<file path="src/rtl/bitbal_pkg.sv">
// Shared types and helpers for the bit-balance scheduler.
// Optional balanced flag is enabled by defining BITBAL_FLAG_EN.
package bitbal_pkg;

  typedef enum logic [1:0] {
    IDLE = 2'd0,
    EXEC = 2'd1,
    RESP = 2'd2
  } state_t;

  localparam int DATA_W_DEF = 8;
  localparam int CNT_W_DEF  = $clog2(DATA_W_DEF + 1);

  function automatic int next_ptr(input int ptr, input int n);
    return (ptr + 1 >= n) ? 0 : ptr + 1;
  endfunction

  // Words up to 64 bits are zero-extended by the caller.
  function automatic int popcount(input logic [63:0] w);
    int c;
    c = 0;
    for (int i = 0; i < 64; i++) begin
      c = c + (w[i] ? 1 : 0);
    end
    return c;
  endfunction

endpackage

</file>
<file path="src/rtl/bitbal_core.sv">
// Registered popcount core: count follows the set-bit total of a with one cycle of latency.
module bitbal_core
  import bitbal_pkg::*;
#(
  parameter int DATA_W = DATA_W_DEF,
  parameter int CNT_W  = $clog2(DATA_W + 1)
) (
  input  logic              clk,
  input  logic              reset,
  input  logic [DATA_W-1:0] a,
  output logic [CNT_W-1:0]  count
);

  always_ff @(posedge clk) begin
    if (!reset) begin
      count <= '0;
    end else begin
      count <= CNT_W'(popcount(64'(a)));
    end
  end

endmodule

</file>
<file path="src/rtl/bitbalancer_sched.sv">
// Round-robin scheduler sharing one popcount core among NREQ requesters.
// Define BITBAL_FLAG_EN to build the registered balanced flag on rsp_bal.
module bitbalancer_sched
  import bitbal_pkg::*;
#(
  parameter int NREQ   = 4,
  parameter int DATA_W = DATA_W_DEF,
  parameter int CNT_W  = $clog2(DATA_W + 1),
  parameter int ID_W   = $clog2(NREQ)
) (
  input  logic                   clk,
  input  logic                   reset,
  input  logic [NREQ-1:0]        req_valid,
  input  logic [NREQ*DATA_W-1:0] req_data,
  output logic [NREQ-1:0]        req_ready,
  output logic                   rsp_valid,
  input  logic                   rsp_ready,
  output logic [CNT_W-1:0]       rsp_count,
  output logic [ID_W-1:0]        rsp_id,
  output logic                   rsp_bal,
  output logic                   busy
);

  state_t            state;
  logic [ID_W-1:0]   rr_ptr;
  logic [ID_W-1:0]   win;
  logic [ID_W-1:0]   idx;
  logic [ID_W-1:0]   id_q;
  logic [DATA_W-1:0] data_q;
  logic              found;
  logic              accept;

  // Search from rr_ptr upward with wrap; first valid requester wins.
  always_comb begin
    found = 1'b0;
    win   = '0;
    idx   = '0;
    for (int k = 0; k < NREQ; k++) begin
      idx = ID_W'((int'(rr_ptr) + k) % NREQ);
      if (!found && req_valid[idx]) begin
        found = 1'b1;
        win   = idx;
      end
    end
  end

  // Grants are suppressed while reset is asserted so nothing looks accepted.
  assign accept    = found && (state == IDLE) && reset;
  assign req_ready = accept ? (NREQ'(1) << win) : '0;

  always_ff @(posedge clk) begin
    if (!reset) begin
      state  <= IDLE;
      rr_ptr <= '0;
      data_q <= '0;
      id_q   <= '0;
    end else begin
      case (state)
        IDLE: begin
          if (accept) begin
            data_q <= req_data[win*DATA_W +: DATA_W];
            id_q   <= win;
            rr_ptr <= ID_W'(next_ptr(int'(win), NREQ));
            state  <= EXEC;
          end
        end
        EXEC:    state <= RESP;
        RESP:    if (rsp_ready) state <= IDLE;
        default: state <= IDLE;
      endcase
    end
  end

  bitbal_core #(
    .DATA_W(DATA_W),
    .CNT_W (CNT_W)
  ) u_core (
    .clk  (clk),
    .reset(reset),
    .a    (data_q),
    .count(rsp_count)
  );

  assign rsp_valid = (state == RESP);
  assign rsp_id    = id_q;
  assign busy      = (state != IDLE);

`ifdef BITBAL_FLAG_EN
  logic bal_q;

  // Tracks the core register on the same edges, so flag and count stay aligned.
  always_ff @(posedge clk) begin
    if (!reset) begin
      bal_q <= 1'b0;
    end else begin
      bal_q <= (popcount(64'(data_q)) == DATA_W / 2);
    end
  end

  assign rsp_bal = bal_q;
`else
  assign rsp_bal = 1'b0;
`endif

endmodule

</file>
<file path="config.mk">
export PLATFORM = sky130hd
export DESIGN_NAME = bitbalancer_sched
export DESIGN_NICKNAME = d
export VERILOG_FILES = /design/src/rtl/bitbal_pkg.sv /design/src/rtl/bitbal_core.sv /design/src/rtl/bitbalancer_sched.sv
export SDC_FILE = /design/constraint.sdc
export NUM_CORES = 1
export LEC_CHECK = 0
export CORE_MARGIN = 2
export CORE_UTILIZATION = 25
export DETAILED_ROUTE_END_ITERATION = 10
export RECOVER_POWER = 25
export SETUP_SLACK_MARGIN = 0.4
export SLEW_MARGIN = 0
export SYNTH_ARGS = -nofsm -noshare
export SYNTH_HDL_FRONTEND = slang
export SYNTH_SLANG_ARGS = --single-unit
</file>
<file path="constraint.sdc">
create_clock -name clk -period 8.58 [get_ports clk]
set_clock_uncertainty 0.1 [all_clocks]
set_input_delay 1.287 -clock clk [delete_from_list [all_inputs] [get_ports clk]]
set_output_delay 1.287 -clock clk [all_outputs]
set_load 0.005 [all_outputs]
</file>
==> impl_metrics.json <==
{
  "wl_per_cell_microns": 11.87,
  "synthFlopType": "dfxtp_1",
  "p_sw_mw": 0.1092,
  "syn_inst": 122,
  "finalWeightedCongestion": 0.7170,
  "drc": 0,
  "required_ps": 7190,
  "io_buffers": 50,
  "core-area_sq_um": 4384,
  "grt_usage_pct": 11.27,
  "crit_family": "compound AO/OA/AOI/OAI gates",
  "cp_num_buf_inv": 3,
  "root_buffer": "clkbuf_8",
  "ys_warn_count": 0,
  "drt-total-wl_microns": 2636,
  "drt_iter0_drc": 24,
  "slew_headroom_pct": 18.85,
  "regToRegEndpoint": "u_core.count[2]",
  "yosys-top-cells-area": "dfxtp_1, mux2i_1, ha_1",
  "cts.sinks": 18,
  "grt_max_degree": 21,
  "r2r.worst_path.cells": 10,
  "p_leak_nw": 0.7717,
  "grt_first_pass_wirelength_microns": 4588,
  "tightestPinTransition_ps": 1217,
  "finalPower_mw": 0.3329,
  "crit_path_end_kind": "output pin",
  "start_util_pct": 26.14,
  "outcome": "complete, no violations",
  "path_clk_slew_ps": 70,
  "cts_made_buffers": 3,
  "synth-edff-count": 0,
  "p_clk_share_pct": 20.4,
  "holdCritPathClass": "register to register",
  "ctsHoldBuffers": 0,
  "fin_tns_setup_ps": 0,
  "swShare_pct": 32.80,
  "ant_nets": 0,
  "cts_tree": "yes",
  "r2r_start": "data_q[0]",
  "max-clock-path-buffers": 2,
  "synth-seq-cells": 18,
  "rrSetupSlack_ps": 5590,
  "worstSetupStartpointType": "primary input",
  "cp_common_cell": "clkdlybuf4s50_1",
  "row_count": 24,
  "antenna_found_initial": 0,
  "whs_path_depth": 2,
  "fin_crit_sh_pct": 63.33,
  "startpoint": "req_valid[0]",
  "utilization_pct": 39.13,
  "hold_viol_final": 0,
  "post_cts_buffers": 0,
  "io_pins": 52,
  "crit_chain": "clkdlybuf4s50_1, a21oi_1, o21a_1, o22ai_2, inv_1, ha_1, and2_1, clkdlybuf4s50_1",
  "netlist.top_cell.by_area": "dfxtp_1",
  "hpwl_microns": 2059,
  "synth_nets": 172,
  "grt_pass1_vias": 1001,
  "drive_above_1_share_pct": 5.294,
  "pwr-share-comb_pct": 45.6,
  "setup_viol": 0,
  "holdWs_ps": 354.4,
  "synth_sequential_area_ratio_pct": 31.44,
  "post_cts_resized": 0,
  "num_vias": 1002,
  "crit_type": "primary input to output pin",
  "syn_avg_cell_area_sq_um": 9.394,
  "yosysMostFrequentCell": "dfxtp_1",
  "fin_nets": 221,
  "rsz0062_at_grt": "false",
  "synth_top_area_share_pct": 31.44,
  "die_h_microns": 71.71,
  "netlist_area_sq_um": 1146,
  "critPathMaxFanout": 20,
  "worstHoldEndpoint": "rsp_id[0]",
  "critPathSlowestCell": "o22ai_2",
  "report.final.slew_viol_count": 0,
  "ys_types": 29,
  "fin_crit_ps": 5433,
  "clock_latency_ps": 250,
  "synthTopCellsByCount": "dfxtp_1, mux2i_1, inv_1",
  "min_from": "rsp_id[0]",
  "gr-total-overflow": 0,
  "worst_path_largest_cell_delay_ps": 940,
  "cp.arrival_ps": 4050,
  "intPower_mw": 0.2237,
  "h-tree-depth": 1,
  "ir_drop_uv": 56.09,
  "die_w_microns": 71.71,
  "p_per_area_nw_per_um2": 194.0,
  "maxCapViolations": 0,
  "first_pass_iters": 4,
  "fmax_mhz": 184.1,
  "via_per_inst": 4.514,
  "die-area_sq_um": 5142,
  "area_growth_pct": 49.67,
  "diodes": 0,
  "async_flop_share_pct": 0,
  "p_seq_share_pct": 34.0
}
[state kept, by name (all words and copies together) (netlist names)]
| register | count |
|---|---|
| rsp_id | 2 |
| rr_ptr | 2 |
| data_q | 8 |
| state | 2 |
| u_core.count | 4 |
[kinds of logic after synthesis]
logic type | count (synthesis) | share of synthesized area [%]
other cells | 1 | 0.3272
fa+ha+maj | 11 | 14.63
compound gates | 18 | 12.77
mux | 17 | 14.85
flops | 18 | 31.44
simple gates | 35 | 15.83
buf+inv | 21 | 9.389
xor+xnor | 1 | 0.7643
[through the flow]
stage,std cells,worst slack (ps),area [sq um]
after detailed placement,218,3082,1660
after global routing,222,2927,1715
after CTS,222,3083,1715
final,222,3147,1715
after floorplan,122,4883,1146
after global placement,218,3205,1660
[metal layers]
layer	part of all wire, %	global-route usage [%]	vias to the layer above
met5	0	0	-
met4	0.53	3.774	0
met3	7.4	2.954	2
met2	46	17.70	42
met1	46	15.03	446
li1	-	-	512
[tightest hold or removal path, delay by kind of cell, from the launching register on]
kind | cells | cell delay, ps
AOI/OAI and AO/OA | 1 | 50
DFF | 1 | 310
and+or+nand+nor | 1 | 50
[how the worst max path moves through the flow]
stage / cells after the start / endpoint / slack (ps)
detailed placement: 8 / req_ready[3] / 3080
global placement: 8 / req_ready[3] / 3200
global route: 8 / req_ready[3] / 2930
CTS: 8 / req_ready[3] / 3080
floorplan: 8 / req_ready[2] / 4880
finish: 8 / req_ready[3] / 3150
[cell type report]
| class | instances | area (sq um) |
|---|---|---|
| inverter | 15 | 56.30 |
| tap | 52 | 65.06 |
| multi-input combinational | 83 | 678.2 |
| fill | 440 | 2669 |
| sequential | 18 | 360.3 |
| timing repair buffer | 50 | 500.5 |
| clock buffer | 4 | 55.05 |
[power by group through the flow]
stage | logic (mW) | clock network [mW] | registers, mW
finish | 0.152 | 0.0680 | 0.113
global route | 0.174 | 0.0759 | 0.116
detailed placement | 0.156 | 0 | 0.115
CTS | 0.156 | 0.0702 | 0.114
floorplan | 0.104 | 0 | 0.114
global placement | 0.151 | 0 | 0.114
[placed cells by master (no fill, tap or decap), drive strengths merged]
cell type      netlist  routed
clkdlybuf4s50        0      43
dfxtp               18      18
mux2i               17      17
inv                 15      15
nand3               11      11
o221ai               8       8
nand2                8       8
ha                   7       7
dlygate4sd3          0       7
and2                 6       6
a21oi                4       4
nor2b                4       4
fa                   4       4
clkbuf               2       4
nor2                 3       3
o21a                 2       2
nor3b                1       1
or3                  1       1
o22ai                1       1
or2                  1       1
o311ai               1       1
xnor2                1       1
o21ai                1       1
a21boi               1       1
conb                 1       1
Note: power is estimated with default switching activity, not from simulation.
